## config.mk

```make
export PLATFORM = sky130hd
export DESIGN_NAME = bwe_probe_tx
export DESIGN_NICKNAME = d
export VERILOG_FILES = /design/src/rtl/bwe_pkg.sv /design/src/rtl/ipd_timer.sv /design/src/rtl/bwe_probe_tx.sv
export SDC_FILE = /design/constraint.sdc
export NUM_CORES = 1
export LEC_CHECK = 0
export ABC_CLOCK_PERIOD_IN_PS = 8100
export CAP_MARGIN = 15
export CORE_MARGIN = 3
export CORE_UTILIZATION = 55
export CTS_CLUSTER_DIAMETER = 40
export DETAILED_ROUTE_END_ITERATION = 8
export PLACE_DENSITY = 0.77
export SLEW_MARGIN = 25
export SYNTH_ARGS = -nofsm -noshare
export SYNTH_HDL_FRONTEND = slang
export SYNTH_SLANG_ARGS = --single-unit
```

## constraint.sdc

```tcl
create_clock -name clk -period 8.1 [get_ports clk]
set_input_delay 1.62 -clock clk [delete_from_list [all_inputs] [get_ports clk]]
set_output_delay 1.62 -clock clk [all_outputs]
set_load 0.005 [all_outputs]
```

## src/rtl/bwe_pkg.sv

```systemverilog
// Shared definitions for the bandwidth-estimation probe path (tx and rx).
// Holds the default train parameters, the counter width and the tx state enum.
package bwe_pkg;

  localparam int unsigned PKT_NUMBER_DEF   = 3;
  localparam int unsigned SENDER_IPD_DEF   = 10;
  localparam int unsigned TOTAL_CYCLES_DEF = 162;
  localparam int unsigned CNT_W            = 32;

  typedef logic [CNT_W-1:0] cnt_t;

  typedef enum logic [2:0] {
    ST_IDLE = 3'd0,
    ST_DUE  = 3'd1,
    ST_GAP  = 3'd2,
    ST_HOLD = 3'd3,
    ST_FIN  = 3'd4
  } state_e;

endpackage

```

## src/rtl/ipd_timer.sv

```systemverilog
// ipd_timer: loadable/clearable up-counter with a terminal-compare flag.
// Ports:
//   clk, rst_n   clock, async active-low reset
//   clr          force count to 0 (highest priority)
//   load         load load_val
//   load_val     value loaded on load
//   en           increment by one
//   term         terminal value
//   tc           count currently equals term
module ipd_timer #(
  parameter int unsigned W = 32
) (
  input  logic         clk,
  input  logic         rst_n,
  input  logic         clr,
  input  logic         load,
  input  logic [W-1:0] load_val,
  input  logic         en,
  input  logic [W-1:0] term,
  output logic         tc
);

  logic [W-1:0] cnt_q, cnt_d;

  always_comb begin
    cnt_d = cnt_q;
    if (clr)       cnt_d = '0;
    else if (load) cnt_d = load_val;
    else if (en)   cnt_d = cnt_q + W'(1);
  end

  always_ff @(posedge clk or negedge rst_n) begin
    if (!rst_n) cnt_q <= '0;
    else        cnt_q <= cnt_d;
  end

  assign tc = (cnt_q == term);

endmodule

```

## src/rtl/bwe_probe_tx.sv

```systemverilog
// bwe_probe_tx: transmit end of the bandwidth-estimation probe path.
// On start, emits PKT_NUMBER one-cycle pktSend strobes SENDER_IPD cycles
// apart. A packet due while txReady is low is held (counted late); later
// packets are spaced from the actual strobe. The train aborts with
// done+timeout once the train timer reaches TOTAL_CYCLES.
// Ports:
//   clk, rst_n   clock, async active-low reset
//   start        train request, sampled in IDLE only
//   txReady      channel accepts a packet this cycle
//   pktSend      packet strobe (only with txReady)
//   busy         train in progress
//   done         one-cycle end-of-train pulse
//   timeout      one-cycle pulse with done on abort
//   sentCnt      packets sent in current/last train
//   lateCnt      packets sent after their due cycle
module bwe_probe_tx import bwe_pkg::*; #(
  parameter int unsigned PKT_NUMBER   = PKT_NUMBER_DEF,
  parameter int unsigned SENDER_IPD   = SENDER_IPD_DEF,
  parameter int unsigned TOTAL_CYCLES = TOTAL_CYCLES_DEF
) (
  input  logic             clk,
  input  logic             rst_n,
  input  logic             start,
  input  logic             txReady,
  output logic             pktSend,
  output logic             busy,
  output logic             done,
  output logic             timeout,
  output logic [CNT_W-1:0] sentCnt,
  output logic [CNT_W-1:0] lateCnt
);

  localparam cnt_t LAST_IDX = cnt_t'(PKT_NUMBER - 1);
  localparam cnt_t BUDGET   = cnt_t'(TOTAL_CYCLES);
  localparam cnt_t GAP_TERM = cnt_t'(SENDER_IPD - 1);

  state_e state_q, state_d;
  cnt_t   sent_q, sent_d;
  cnt_t   late_q, late_d;
  cnt_t   tmr_q, tmr_d;
  logic   busy_q, busy_d;
  logic   done_q, done_d;
  logic   to_q, to_d;

  logic   send;
  logic   abort;
  logic   gap_clr, gap_load, gap_en, gap_tc;

  ipd_timer #(.W(CNT_W)) u_gap (
    .clk      (clk),
    .rst_n    (rst_n),
    .clr      (gap_clr),
    .load     (gap_load),
    .load_val (cnt_t'(1)),
    .en       (gap_en),
    .term     (GAP_TERM),
    .tc       (gap_tc)
  );

  // Budget is hit at the edge where the timer would reach TOTAL_CYCLES;
  // done/timeout then show in the following cycle with the timer at budget.
  assign abort = (state_q inside {ST_DUE, ST_GAP, ST_HOLD}) &&
                 ((tmr_q + cnt_t'(1)) == BUDGET);

  always_comb begin
    state_d  = state_q;
    sent_d   = sent_q;
    late_d   = late_q;
    tmr_d    = tmr_q;
    done_d   = 1'b0;
    to_d     = 1'b0;
    send     = 1'b0;
    gap_clr  = 1'b0;
    gap_load = 1'b0;
    gap_en   = 1'b0;

    if (state_q != ST_IDLE) tmr_d = tmr_q + cnt_t'(1);

    case (state_q)
      ST_IDLE: begin
        if (start) begin
          sent_d  = '0;
          late_d  = '0;
          // the accept cycle is the first counted train cycle
          tmr_d   = cnt_t'(1);
          gap_clr = 1'b1;
          state_d = ST_DUE;
        end
      end
      ST_DUE, ST_HOLD: begin
        if (abort) begin
          done_d  = 1'b1;
          to_d    = 1'b1;
          state_d = ST_IDLE;
        end else if (txReady) begin
          send   = 1'b1;
          sent_d = sent_q + cnt_t'(1);
          if (state_q == ST_HOLD) late_d = late_q + cnt_t'(1);
          if (sent_q == LAST_IDX) begin
            done_d  = 1'b1;
            state_d = ST_FIN;
          end else begin
            gap_load = 1'b1;
            state_d  = ST_GAP;
          end
        end else begin
          state_d = ST_HOLD;
        end
      end
      ST_GAP: begin
        if (abort) begin
          done_d  = 1'b1;
          to_d    = 1'b1;
          state_d = ST_IDLE;
        end else if (gap_tc) begin
          state_d = ST_DUE;
        end else begin
          gap_en = 1'b1;
        end
      end
      ST_FIN:  state_d = ST_IDLE;
      default: state_d = ST_IDLE;
    endcase

    busy_d = (state_d != ST_IDLE);
  end

  always_ff @(posedge clk or negedge rst_n) begin
    if (!rst_n) begin
      state_q <= ST_IDLE;
      sent_q  <= '0;
      late_q  <= '0;
      tmr_q   <= '0;
      busy_q  <= 1'b0;
      done_q  <= 1'b0;
      to_q    <= 1'b0;
    end else begin
      state_q <= state_d;
      sent_q  <= sent_d;
      late_q  <= late_d;
      tmr_q   <= tmr_d;
      busy_q  <= busy_d;
      done_q  <= done_d;
      to_q    <= to_d;
    end
  end

  // The strobe must coincide with txReady in the same cycle, so it is
  // decoded from the state register qualified by txReady.
  assign pktSend = send;
  assign busy    = busy_q;
  assign done    = done_q;
  assign timeout = to_q;
  assign sentCnt = sent_q;
  assign lateCnt = late_q;

endmodule

```

# ---- Yosys cells after proc, flatten, opt, wreduce, memory -nomap -nowiden
# Cells that the tools add are included.
# W data, S select, Z words.
dict set report word_totals {
  latchBits 0
  reg_bits 134
  mem_bits_ro 0
  mem_bits_rw 0
  memories 0
  in_bits 4
  wordCells 72
}
dict set report classes {
  reduce_logical 11
  n_shift 0
  n_eq_ne 10
  n_bitwise 0
  order_cmp 0
  n_addsub 4
  muxes 39
  div 0
  multipliers 0
}
# op count
set op_table {}
lappend op_table {{$mux W32} 12}
lappend op_table {{$add A32 B1 Y32 const B} 4}
lappend op_table {{$pmux W32 S2} 2}
lappend op_table {{$eq A32 B2 Y1 const B} 1}
lappend op_table {{$eq A32 B4 Y1 const B} 1}
lappend op_table {{$eq A32 B8 Y1 const B} 1}
lappend op_table {{$mux W3} 6}
lappend op_table {{$mux W1} 17}
lappend op_table {{$reduce_bool A3 Y1} 4}
lappend op_table {{$pmux W3 S3} 1}
lappend op_table {{$ne A2 B2 Y1 const B} 4}
lappend op_table {{$eq A3 B2 Y1 const B} 2}
lappend op_table {{$reduce_and A5 Y1} 1}
lappend op_table {{$reduce_and A4 Y1} 1}
lappend op_table {{$eq A3 B1 Y1 const B} 1}
lappend op_table {{$logic_not A3 Y1} 1}
lappend op_table {{$reduce_or A3 Y1} 1}
lappend op_table {{$pmux W1 S2} 1}
lappend op_table {{$reduce_bool A2 Y1} 1}
lappend op_table {{$reduce_or A2 Y1} 1}
lappend op_table {{$logic_and A1 B1 Y1} 1}

# ---- Logic depth before layout (Yosys ltp)
dict set report depth {
  word_depth 8
  ltp_mapped 14
  ltp_nobuf 9
}

# ---- Cells and area by module
# Synthesis repeated with hierarchy kept, for this count alone.
dict set report hier_totals {
  cells_unflattened 1088
  area_unflattened_um2 9107.5
}
# mod seq_area_each_um2 cells_each area_per_inst_um2 n_inst
set by_module_without_submodules {}
lappend by_module_without_submodules {bwe_probe_tx 2552.4 779 6583.8 1}
lappend by_module_without_submodules {ipd_timer 800.8 309 2523.7 1}

# ---- Worst setup path after synthesis
# Ideal clock, no wire load.
dict set report synth_path {
  path_kind {register to output}
  from {register tmr_q[0]}
  to {output pktSend}
  setup_slack_ps 3536
  path_stages_with_launch 13
  required_ps 6480
  arrival_time_ps 2944
  path_cell_list {dfrtp_1 -> ha_1 -> nand4_2 -> nor4_4 -> and3_4 -> a41oi_2 -> nor4b_1 -> and3_1 -> buf_2 -> buf_6 -> buf_6 -> buf_2 -> nor2_1}
}
dict set report synth_via {
  elab_chain_len 5
}
# element line_no
set synth_lines {}
lappend synth_lines {{start: declaration} bwe_probe_tx.sv:40} ;# cnt_t tmr_q, tmr_d;
lappend synth_lines {{start signal: assignment} bwe_probe_tx.sv:141} ;# tmr_q <= tmr_d;
lappend synth_lines {{$add A32 B1 Y32} bwe_probe_tx.sv:63} ;# ((tmr_q + cnt_t'(1)) == BUDGET);
lappend synth_lines {{$eq A32 B8 Y1} bwe_probe_tx.sv:63}
lappend synth_lines {{$logic_and A1 B1 Y1} bwe_probe_tx.sv:62} ;# assign abort = (state_q inside {ST_DUE, ST_GAP, ST_HOLD}) &&
lappend synth_lines {{$mux W1} bwe_probe_tx.sv:91} ;# if (abort) begin
lappend synth_lines {{$mux W1} bwe_probe_tx.sv:79} ;# case (state_q)
lappend synth_lines {{end: declaration} bwe_probe_tx.sv:25} ;# output logic pktSend,
# Every way passes these cells.

# ---- Worst setup path in the final report
# Same ends and word-level chain as after synthesis.

==> impl_results.md <==
- # clock sinks: 134
- Fin. Hold Viols: 0
- Hold Crit Class: flip-flop to flip-flop
- Die X: 129 µm
- Slew @ Worst Pin: 1.00 ns
- Max-slew headroom: between 30% and 40%
- Worst setup SP type: flip-flop
- Vias in the first global route: 6972
- Placeable Area: roughly 0.015 mm²
- Clock share of power: between 40% and 50%
- Clk_lat worst skew: between 0.4 and 0.5 ns
- Post-CTS setup buffer count: 0
- Critical Path AT: 4.29 ns
- Routed Antenna Nets: 0
- Logic pwr share: between 20% and 30%
- Die height: 129 µm
- DP Area: 0.00895 mm²
- Status: finished, final reports clean
- I/O pin count: 72
- Yosys cell types: 60
- VDD IR max: approximately 0.19 mV
- Synthesized area: 0.00826 mm²
- Final setup violating endpoints: 0
- CP required: 6.48 ns
- CTS root buffer: clkbuf_16
- Synth Flop Type: dfrtp_1
- Die footprint: 0.0165 mm²
- Cells after Synth: 952
- Synth top area share: slightly above 40%
- Final WL: between 20000 and 25000 µm
- Max Buffers Root-to-Sink: 2
- Fillers: ~1200
- CTS tree: yes
- Grt ovf: 0
- Fin crit share: between 70% and 80%
- Final nets: 987
- Seq pwr share: 37.5%
- Cts hold-fix bufs: 0
- DR WL/cell: 17.8 µm
- Synth top area cells: dfrtp_1 (41%), o31ai_1 (6.5%), or4_1 (6.0%), nand2_1 (5.0%), a21oi_1 (4.5%)
- Final min period: between 5 and 6 ns
- Fin Setup TNS: 0 ns
- PostCTS Resize Cnt: 0
- Total Routing Usage GR: 25.4%
- First-pass GRT wire length: 34700 µm
- Syn avg cell area: between 8 and 9 µm²
- Post-synth EDFFs: 0
- RSZ-0062 raised after global routing: false
- Drt drc: 0
- GP Congestion: 0.887
- Inserted Diodes: 0
- Final instance area: 0.00961 mm²
- Fin. max-slew vios: 0
- Sw Ratio: 31.8%
- Yosys top cell by area: dfrtp_1
- Drt first pass iters: 5
- Antenna violations before repair: 0
- FFs w/ async S/R, synth: 100%
- Peak Freq: 169 MHz
- Detail Placement HPWL: 12900 µm
- Leak pwr: around 3.6 nW
- Pwr Density: 213 mW/mm²
- CTS buffer count: 17
- Port Buffers: 71
- Synth warn: 0
- # rows: 44
- Critical path type: flip-flop to output pin
- Clock slew at reported path FFs: 0.06 ns
- Worst-path maximum fanout: a little under 70
- Vias: 7692
- Via/cell ratio: 6.56
- Sequential element share of the synthesized area: 40.6%
- # Max-Cap Violations: 0
- Internal power: 0.00140 W
- Syn Nets: 963
- Fin Clk Skew: 0.00626 ns
- CP endpoint kind: output pin
- Flops & latches, synth: 134
- Layout cells sized above 1: under 10%
- Sw Pwr: around 0.00065 W
- Initial DRC Count: 738
- Area Growth Syn to Fin: 16.4%
- H-tree depth: 4
- Pin count of the biggest net entering global routing: 91
- Starting density of the core: between 50% and 60%
-- cells in the mapped netlist (11+ instances only) --
master,instances
a21oi_1,75
a21oi_2,12
and2_1,17
and3_1,23
and4_1,11
buf_2,14
clkbuf_1,50
dfrtp_1,134
inv_1,11
nand2_1,110
nand3_1,51
nand4_1,37
nor2_1,31
nor3_1,22
nor4_1,18
o21ai_0,53
o31ai_1,71
or3_1,21
or4_1,66
-- flip-flops by register name (all words and copies together), names as in the netlist --
| register | count |
|---|---|
| busy | 1 |
| done | 1 |
| lateCnt | 32 |
| sentCnt | 32 |
| state_q | 3 |
| timeout | 1 |
| tmr_q | 32 |
| u_gap.cnt_q | 32 |
-- logic make-up (layout without fill, tap and decap cells) --
| family | after synthesis | count (layout) | share of synthesized area (%) |
|---|---|---|---|
| and+or+nand+nor | 444 | 444 | 31.0 |
| muxes | 13 | 13 | 1.62 |
| xor gates and xnor gates | 16 | 16 | 1.70 |
| adders and majority gates | 7 | 7 | 1.06 |
| AOI/OAI and AO/OA | 254 | 254 | 19.5 |
| buffers and inverters | 84 | 121 | 4.48 |
| DFF | 134 | 134 | 40.6 |
-- power groups by stage --
stage                     Sequential (W)  Clock, W  Combinational, W
final                           0.000770  0.000854          0.000428
after floorplan                 0.000755         0          0.000309
after global placement          0.000779         0          0.000422
after CTS                       0.000769  0.000865          0.000427
after global routing            0.000778  0.000895          0.000480
after detailed placement        0.000780         0          0.000424
-- worst paths after layout --
kind,startpoint,end,slack [ns],depth (start not counted)
min in group asynchronous,rst_n,u_gap.cnt_q[28],1.23,1
worst min-delay path,sentCnt[31],sentCnt[31],0.54,1
worst max-delay path,tmr_q[0],pktSend,2.19,9
worst min register to register,sentCnt[31],sentCnt[31],0.54,1
worst max register to register,tmr_q[0],u_gap.cnt_q[1],3.35,11
max in group asynchronous,rst_n,u_gap.cnt_q[2],5.60,2
-- routing by layer --
layer | vias up | GRT usage [%] | share of wire, %
met5 | - | 0 | 0
met1 | 3747 | 35.9 | 46
met3 | 27 | 5.02 | 4.8
li1 | 3705 | - | -
met4 | 0 | 7.47 | 1.7
met2 | 213 | 40.0 | 47
-- cells in the final DEF (no fill, tap or decap), types with 12 or more instances in the layout --
| cell type | Yosys | layout |
|---|---|---|
| nand2_1 | 110 | 109 |
| clkbuf_16 | 0 | 17 |
| nand4_1 | 37 | 37 |
| clkdlybuf4s50_1 | 0 | 70 |
| o31ai_1 | 71 | 70 |
| or3_1 | 21 | 21 |
| and3_1 | 23 | 22 |
| o21ai_0 | 53 | 53 |
| and2_1 | 17 | 16 |
| or4_1 | 66 | 66 |
| dfrtp_1 | 134 | 134 |
| nor3_1 | 22 | 20 |
| nor2_1 | 31 | 31 |
| nor4_1 | 18 | 18 |
| a21oi_2 | 12 | 12 |
| nand3_1 | 51 | 51 |
| a21oi_1 | 75 | 75 |
-- worst max-delay path, stage by stage, from the launching register on --
cell and delay, ns:
dfrtp_1 0.47, ha_1 0.31, nand4_2 0.24, nor4_4 0.62, and3_4 0.32, a41oi_2 0.14, nor4b_1 0.41, and3_4 0.69
nor2_1 0.18, clkdlybuf4s50_1 0.49
-- through the flow --
stage                     instances  hold slack, ns  utilization (%)  total power [W]  worst slack [ns]
after floorplan                 952           0.486                -          0.00106              3.54
after global placement         1141           0.511             61.4          0.00120              2.67
after detailed placement       1141           0.520             61.4          0.00120              2.54
after CTS                      1173           0.530             65.9          0.00206              2.06
after global routing           1173           0.547             65.9          0.00215              1.79
final                          1173           0.536             65.9          0.00205              2.19
-- layout make-up --
type / count / area [µm²] / area share (%)
multi-input cells: 734 / 4570 / 47.5
flip-flops and latches: 134 / 3350 / 34.9
repair buffers: 78 / 764 / 7.95
clock buffers: 25 / 515 / 5.36
well taps: 184 / 230 / 2.39
clock inverters: 7 / 139 / 1.44
inverters: 11 / 41.3 / 0.429
Note: power is estimated with default switching activity, not from simulation.
